[src/rtl/lock_pkg.sv]
// Shared types and helpers for the digital_lock_core keypad lock.
// Holds the FSM state enum and the button-index width function.
package lock_pkg;

  typedef enum logic [1:0] {
    ST_IDLE     = 2'd0,
    ST_ENTRY    = 2'd1,
    ST_UNLOCKED = 2'd2,
    ST_LOCKOUT  = 2'd3
  } lock_state_t;

  // A keypad always needs at least one bit to name a button.
  function automatic int idx_w(input int num_buttons);
    int w;
    w = $clog2(num_buttons);
    return (w < 1) ? 1 : w;
  endfunction

endpackage

[src/rtl/lock_btn_edge.sv]
// Button front end: registers the keypad, detects new presses and encodes
// the pressed button index, flagging cycles where several buttons rose at once.
module lock_btn_edge
  import lock_pkg::*;
#(
  parameter  int NUM_BUTTONS = 4,
  localparam int IDX_W       = idx_w(NUM_BUTTONS)
) (
  input  logic                   clk,
  input  logic                   rst,
  input  logic [NUM_BUTTONS-1:0] button,
  output logic                   press_any,
  output logic                   multi,
  output logic [IDX_W-1:0]       press_idx
);

  logic [NUM_BUTTONS-1:0] btn_q;
  logic [NUM_BUTTONS-1:0] btn_q_prev;
  logic [NUM_BUTTONS-1:0] press;

  always_ff @(posedge clk or posedge rst) begin
    if (rst) begin
      btn_q      <= '0;
      btn_q_prev <= '0;
    end else begin
      btn_q      <= button;
      btn_q_prev <= btn_q;
    end
  end

  assign press     = btn_q & ~btn_q_prev;
  assign press_any = |press;
  // Clearing the lowest set bit leaves something only if two or more rose.
  assign multi     = |(press & (press - NUM_BUTTONS'(1)));

  always_comb begin
    press_idx = '0;
    for (int i = 0; i < NUM_BUTTONS; i++) begin
      if (press[i]) press_idx = IDX_W'(i);
    end
  end

endmodule

[src/rtl/digital_lock_core.sv]
// Keypad combination lock: code entry with per-digit timeout, relock on press.
// Define LOCK_LOCKOUT_EN to add a timed LOCKOUT state after MAX_TRIES wrong codes.
module digital_lock_core
  import lock_pkg::*;
#(
  parameter  int NUM_BUTTONS    = 4,
  parameter  int CODE_LEN       = 4,
  parameter  int MAX_TRIES      = 3,
  parameter  int LOCKOUT_CYCLES = 1000,
  parameter  int ENTRY_TIMEOUT  = 5000,
  localparam int IDX_W          = idx_w(NUM_BUTTONS),
  localparam int FAIL_W         = $clog2(MAX_TRIES + 1)
) (
  input  logic                      clk,
  input  logic                      rst,
  input  logic [NUM_BUTTONS-1:0]    button,
  input  logic [CODE_LEN*IDX_W-1:0] code,
  output logic                      unlocked,
  output logic                      lockout,
  output logic [CODE_LEN-1:0]       progress,
  output logic [FAIL_W-1:0]         fail_cnt,
  output logic                      err
);

  localparam int CNT_W   = (CODE_LEN > 1) ? $clog2(CODE_LEN) : 1;
  localparam int TMR_MAX = (ENTRY_TIMEOUT > LOCKOUT_CYCLES) ? ENTRY_TIMEOUT : LOCKOUT_CYCLES;
  localparam int TMR_W   = $clog2(TMR_MAX + 1);
  localparam logic [CODE_LEN-1:0] PROG_ONE = CODE_LEN'(1);

  lock_state_t         state, state_d;
  logic [CODE_LEN-1:0] progress_d;
  logic [CNT_W-1:0]    digit_idx, digit_d, cur_idx;
  logic                bad, bad_d, cur_bad, last;
  logic [FAIL_W-1:0]   fail_d;
  logic                err_d;
  logic [TMR_W-1:0]    timer, timer_d;
  logic                press_any, multi;
  logic [IDX_W-1:0]    press_idx, expected_digit;

  lock_btn_edge #(.NUM_BUTTONS(NUM_BUTTONS)) u_btn_edge (
    .clk       (clk),
    .rst       (rst),
    .button    (button),
    .press_any (press_any),
    .multi     (multi),
    .press_idx (press_idx)
  );

  always_ff @(posedge clk or posedge rst) begin
    if (rst) begin
      state     <= ST_IDLE;
      progress  <= '0;
      digit_idx <= '0;
      bad       <= 1'b0;
      fail_cnt  <= '0;
      err       <= 1'b0;
      timer     <= '0;
      unlocked  <= 1'b0;
    end else begin
      state     <= state_d;
      progress  <= progress_d;
      digit_idx <= digit_d;
      bad       <= bad_d;
      fail_cnt  <= fail_d;
      err       <= err_d;
      timer     <= timer_d;
      unlocked  <= (state_d == ST_UNLOCKED);
    end
  end

`ifdef LOCK_LOCKOUT_EN
  always_ff @(posedge clk or posedge rst) begin
    if (rst) lockout <= 1'b0;
    else     lockout <= (state_d == ST_LOCKOUT);
  end
`else
  assign lockout = 1'b0;
`endif

  // A wrong digit is only remembered in 'bad' so nothing leaks before the last digit.
  always_comb begin
    cur_idx        = (state == ST_IDLE) ? '0 : digit_idx;
    expected_digit = code[int'(cur_idx)*IDX_W +: IDX_W];
    cur_bad        = ((state == ST_ENTRY) && bad) || multi || (press_idx != expected_digit);
    last           = (cur_idx == CNT_W'(CODE_LEN - 1));

    state_d    = state;
    progress_d = progress;
    digit_d    = digit_idx;
    bad_d      = bad;
    fail_d     = fail_cnt;
    err_d      = 1'b0;
    timer_d    = timer;

    case (state)
      ST_IDLE, ST_ENTRY: begin
        if (press_any) begin
          if (last) begin
            digit_d = '0;
            bad_d   = 1'b0;
            if (!cur_bad) begin
              state_d    = ST_UNLOCKED;
              progress_d = '1;
              fail_d     = '0;
            end else begin
              err_d      = 1'b1;
              progress_d = '0;
`ifdef LOCK_LOCKOUT_EN
              fail_d = fail_cnt + FAIL_W'(1);
              if (fail_cnt == FAIL_W'(MAX_TRIES - 1)) begin
                state_d = ST_LOCKOUT;
                timer_d = TMR_W'(LOCKOUT_CYCLES - 1);
              end else begin
                state_d = ST_IDLE;
              end
`else
              state_d = ST_IDLE;
              if (fail_cnt != FAIL_W'(MAX_TRIES)) fail_d = fail_cnt + FAIL_W'(1);
`endif
            end
          end else begin
            state_d    = ST_ENTRY;
            progress_d = (progress << 1) | PROG_ONE;
            digit_d    = cur_idx + CNT_W'(1);
            bad_d      = cur_bad;
            timer_d    = TMR_W'(ENTRY_TIMEOUT - 1);
          end
        end else if (state == ST_ENTRY) begin
          if (timer == '0) begin
            state_d    = ST_IDLE;
            progress_d = '0;
            digit_d    = '0;
            bad_d      = 1'b0;
          end else begin
            timer_d = timer - TMR_W'(1);
          end
        end
      end

      // Progress shows all digits for the unlocking cycle, then clears.
      ST_UNLOCKED: begin
        progress_d = '0;
        if (press_any) state_d = ST_IDLE;
      end

`ifdef LOCK_LOCKOUT_EN
      ST_LOCKOUT: begin
        if (timer == '0) begin
          state_d = ST_IDLE;
          fail_d  = '0;
        end else begin
          timer_d = timer - TMR_W'(1);
        end
      end
`endif

      default: state_d = ST_IDLE;
    endcase
  end

endmodule

[config.mk]
export PLATFORM = sky130hd
export DESIGN_NAME = digital_lock_core
export DESIGN_NICKNAME = d
export VERILOG_FILES = /design/src/rtl/lock_pkg.sv /design/src/rtl/lock_btn_edge.sv /design/src/rtl/digital_lock_core.sv
export SDC_FILE = /design/constraint.sdc
export NUM_CORES = 1
export LEC_CHECK = 0
export BUFFER_PORTS_ARGS = -buffer_cell sky130_fd_sc_hd__buf_4
export CAP_MARGIN = 20
export CORE_MARGIN = 4
export CORE_UTILIZATION = 60
export CTS_CLUSTER_DIAMETER = 200
export DETAILED_ROUTE_END_ITERATION = 8
export PLACE_DENSITY = 0.83
export SLEW_MARGIN = 40
export SYNTH_ARGS = -nofsm -noshare
export SYNTH_HDL_FRONTEND = slang
export SYNTH_SLANG_ARGS = --single-unit
[constraint.sdc]
create_clock -name clk -period 4.49 [get_ports clk]
set_clock_uncertainty 0.05 [all_clocks]
set_input_delay 0.6735 -clock clk [delete_from_list [all_inputs] [get_ports clk]]
set_output_delay 0.6735 -clock clk [all_outputs]
set_load 0.01 [all_outputs]
==> impl_results.md <==
- Mapped cell area: 1690 sq um
- Post-synthesis sequential area ratio: 0.502
- PwrDens: 507 nW/um^2
- Starting density of the core: 0.620
- Final HPWL DP: 2.46 mm
- CTS sink cnt: 34
- CP max-delay cell: dfrtp_1
- Min-delay src: u_btn_edge.btn_q[3]
- EDFF count, synth: 0
- Outcome: complete, no violations
- CP Cell Sequence: nor2_1 > o22ai_1 > a221oi_1 > mux2i_1 > nand4b_1 > and2_1
- Global Route Usage Sum: 0.208
- Post-synth ARST share: 1.00
- Share of layout cells above drive strength 1: 0.168
- Critical Path AT: 2.57 ns
- Worst Setup Slack, final: 2.13 ns
- Core ar.: 2730 sq um
- Post-synthesis area per instance: 9.79 sq um
- Ant. Diodes: 0
- Post-CTS Hold Buffers: 0
- Highest-count cells in the layout ignoring fill and taps: dfrtp_1, nand2_1, buf_4
- Worst-path clk slew: 0.12 ns
- Final layout net count: 213
- WP buf/inv: 0
- Worst slew pin tran: 0.727 ns
- CP Capture Type: register
- Resized cells post-CTS: 0
- Die Ht: 61.1 microns
- Die width: 61.1 microns
- DR WL/cell: 15.4 microns
- Syn Nets: 190
- Max Freq: 0.424 GHz
- Slew Limit Fails: 0
- Synth unique cells: 41
- Leakage: 0.887 nW
- CTS HTree Levels: 2
- Post-synth top flop: dfrtp_1
- Place WS: 2.12 ns
- Layout area overhead: 16.1%
- Combinational share of power: 0.301
- Internal power: 0.000669 W
- Final Setup Violations: 0
- FF-to-FF Start: state[1]
- Via count: 1,403
- Setup TNS: 0 ns
- Ports: 23
- Clk buf depth: 2
- GPL Wtd Cong: 0.922
- Worst path top cell family by delay: simple AND/OR/NAND/NOR gates
- Reg power frac: 0.413
- First-pass GRT wire length: 5.72 mm
- Largest net degree at the start of global routing: 35
- Initial DRC count: 101
- Yosys Warn Count: 0
- Worst Path Required: 4.70 ns
- Gr ovfl total: 0
- Vias per cell: 6.15
- Register bit total from synthesis: 34
- Worst hold path type: register to register
- Routed Wire Length: 3.50 mm
- Post-synthesis cell count: 173
- Worst Setup SP: state[1]
- Clock Latency Late Sink: 0.35 ns
- CP Launch Type: register
- Switching Fraction: 0.329
- RSZ-0062 raised after global routing: no
- Ratio of final minimum period to clock period: 0.526
- Antenna violations before repair: 0
- Clock Power Share: 0.286
- CTS buffer count: 5
- Die area: 3740 sq um
- Remaining routing DRC violations: 0
- Number of I/O port buffers: 21
- Fin. Hold Viols: 0
- Setup Buffers After CTS: 0
- CP peak stage delay: 0.52 ns
- Final ANT Viol Nets: 0
- Filler cells: 195
- Tmin final: 2.36 ns
- FP Rows: 19
- CTS tree: yes
- Net switching power: 0.000328 W
- Kind of critical path: register to register
- Clk root buf: clkbuf_4
- Max Cap Violations: 0
- Vias in the first global route: 1,342
- Most common cell after layout, fill and taps aside: dfrtp_1
- Worst rel slew slack: 0.512
- Crit-path max FO: 12
- First-pass DRT Iterations: 4
- Max VDD drop: 0.411 mV
==> power by group through the flow <==
stage	combinational, W	clock (W)	sequential (W)
after floorplan	0.000205	0	0.000409
after global placement	0.000283	0	0.000413
after detailed placement	0.000295	0	0.000417
after CTS	0.000298	0.000291	0.000411
after global routing	0.000334	0.000303	0.000419
final	0.000300	0.000285	0.000412
==> metal layers <==
metal | up-vias | track usage | part of all wire
li1 | 667 | - | -
met1 | 684 | 0.240 | 0.42
met2 | 44 | 0.360 | 0.50
met3 | 8 | 0.0608 | 0.061
met4 | 0 | 0.0867 | 0.018
met5 | - | 0 | 0
==> cell type report <==
class                      count  area, sq um  share of cell area
sequential                    34          851               0.433
multi-input combinational    127          783               0.398
timing repair buffer          22          165              0.0840
clock inverter                 3         68.8              0.0350
tap                           31         38.8              0.0197
clock buffer                   5         37.5              0.0191
inverter                       6         22.5              0.0115
==> per-stage QoR <==
| stage | hold slack [ns] | cell area (sq um) | utilization | power [W] | std cells |
|---|---|---|---|---|---|
| global route | 0.357 | 1970 | 0.719 | 0.00106 | 228 |
| global placement | 0.307 | 1860 | 0.679 | 0.000695 | 220 |
| floorplan | 0.305 | 1690 | - | 0.000615 | 173 |
| finish | 0.338 | 1970 | 0.719 | 0.000997 | 228 |
| CTS | 0.341 | 1970 | 0.719 | 0.000999 | 228 |
| detailed placement | 0.317 | 1860 | 0.681 | 0.000712 | 220 |
==> worst paths after layout <==
| kind | end | slack (ns) | cells after the start |
|---|---|---|---|
| worst max-delay path | fail_cnt[0] | 2.13 | 6 |
| worst min-delay path | u_btn_edge.btn_q_prev[3] | 0.34 | 0 |
| worst max register to register | fail_cnt[0] | 2.13 | 6 |
| worst min register to register | u_btn_edge.btn_q_prev[3] | 0.34 | 0 |
| max in group asynchronous | timer[2] | 3.72 | 3 |
| min in group asynchronous | state[1] | 0.35 | 3 |
==> worst reg2reg max path, stage by stage, from the launching register on <==
cell and delay, ns:
dfrtp_1 0.52, nor2_1 0.26, o22ai_1 0.13, a221oi_1 0.34, mux2i_1 0.44, nand4b_1 0.30, and2_1 0.23
==> sequential cells by signal (all words and copies together), names as in the netlist <==
name / count
timer: 13
progress: 4
u_btn_edge.btn_q: 4
u_btn_edge.btn_q_prev: 4
digit_idx: 2
fail_cnt: 2
state: 2
bad: 1
err: 1
unlocked: 1
==> cell usage after synthesis (2+ instances only) <==
library cell  number  area [sq um]
a221oi_1           2          17.5
nand3_1            4          20.0
xor2_1             5          43.8
o21ai_0            5          25.0
nand4_1            2          12.5
o211ai_1           2          15.0
a21oi_1            3          15.0
o31ai_1            2          15.0
clkbuf_1           2          7.51
nor3_1             9          45.0
mux2i_1            5          50.1
nor2_1            16          60.1
a22o_1             2          17.5
a311oi_1           2          17.5
nand2_1           25          93.8
ha_1               3          37.5
nor4_1             2          12.5
nand4b_1           3          26.3
buf_6              2          22.5
nor2b_1            5          31.3
inv_1              6          22.5
o22ai_1            2          12.5
a21o_1             3          22.5
nand2b_1           7          43.8
a22oi_1            3          22.5
a211oi_1           3          22.5
dfrtp_1           34           851
==> cells by family after synthesis <==
logic type / Yosys count / share of synthesized area
mux: 5 / 0.0295
flops: 34 / 0.502
fa+ha+maj: 3 / 0.0222
simple gates: 80 / 0.241
buf+inv: 12 / 0.0384
xor+xnor: 6 / 0.0310
compound gates: 32 / 0.134
other cells: 1 / 0.00221
No activity file was read; power rests on OpenSTA's default activity.
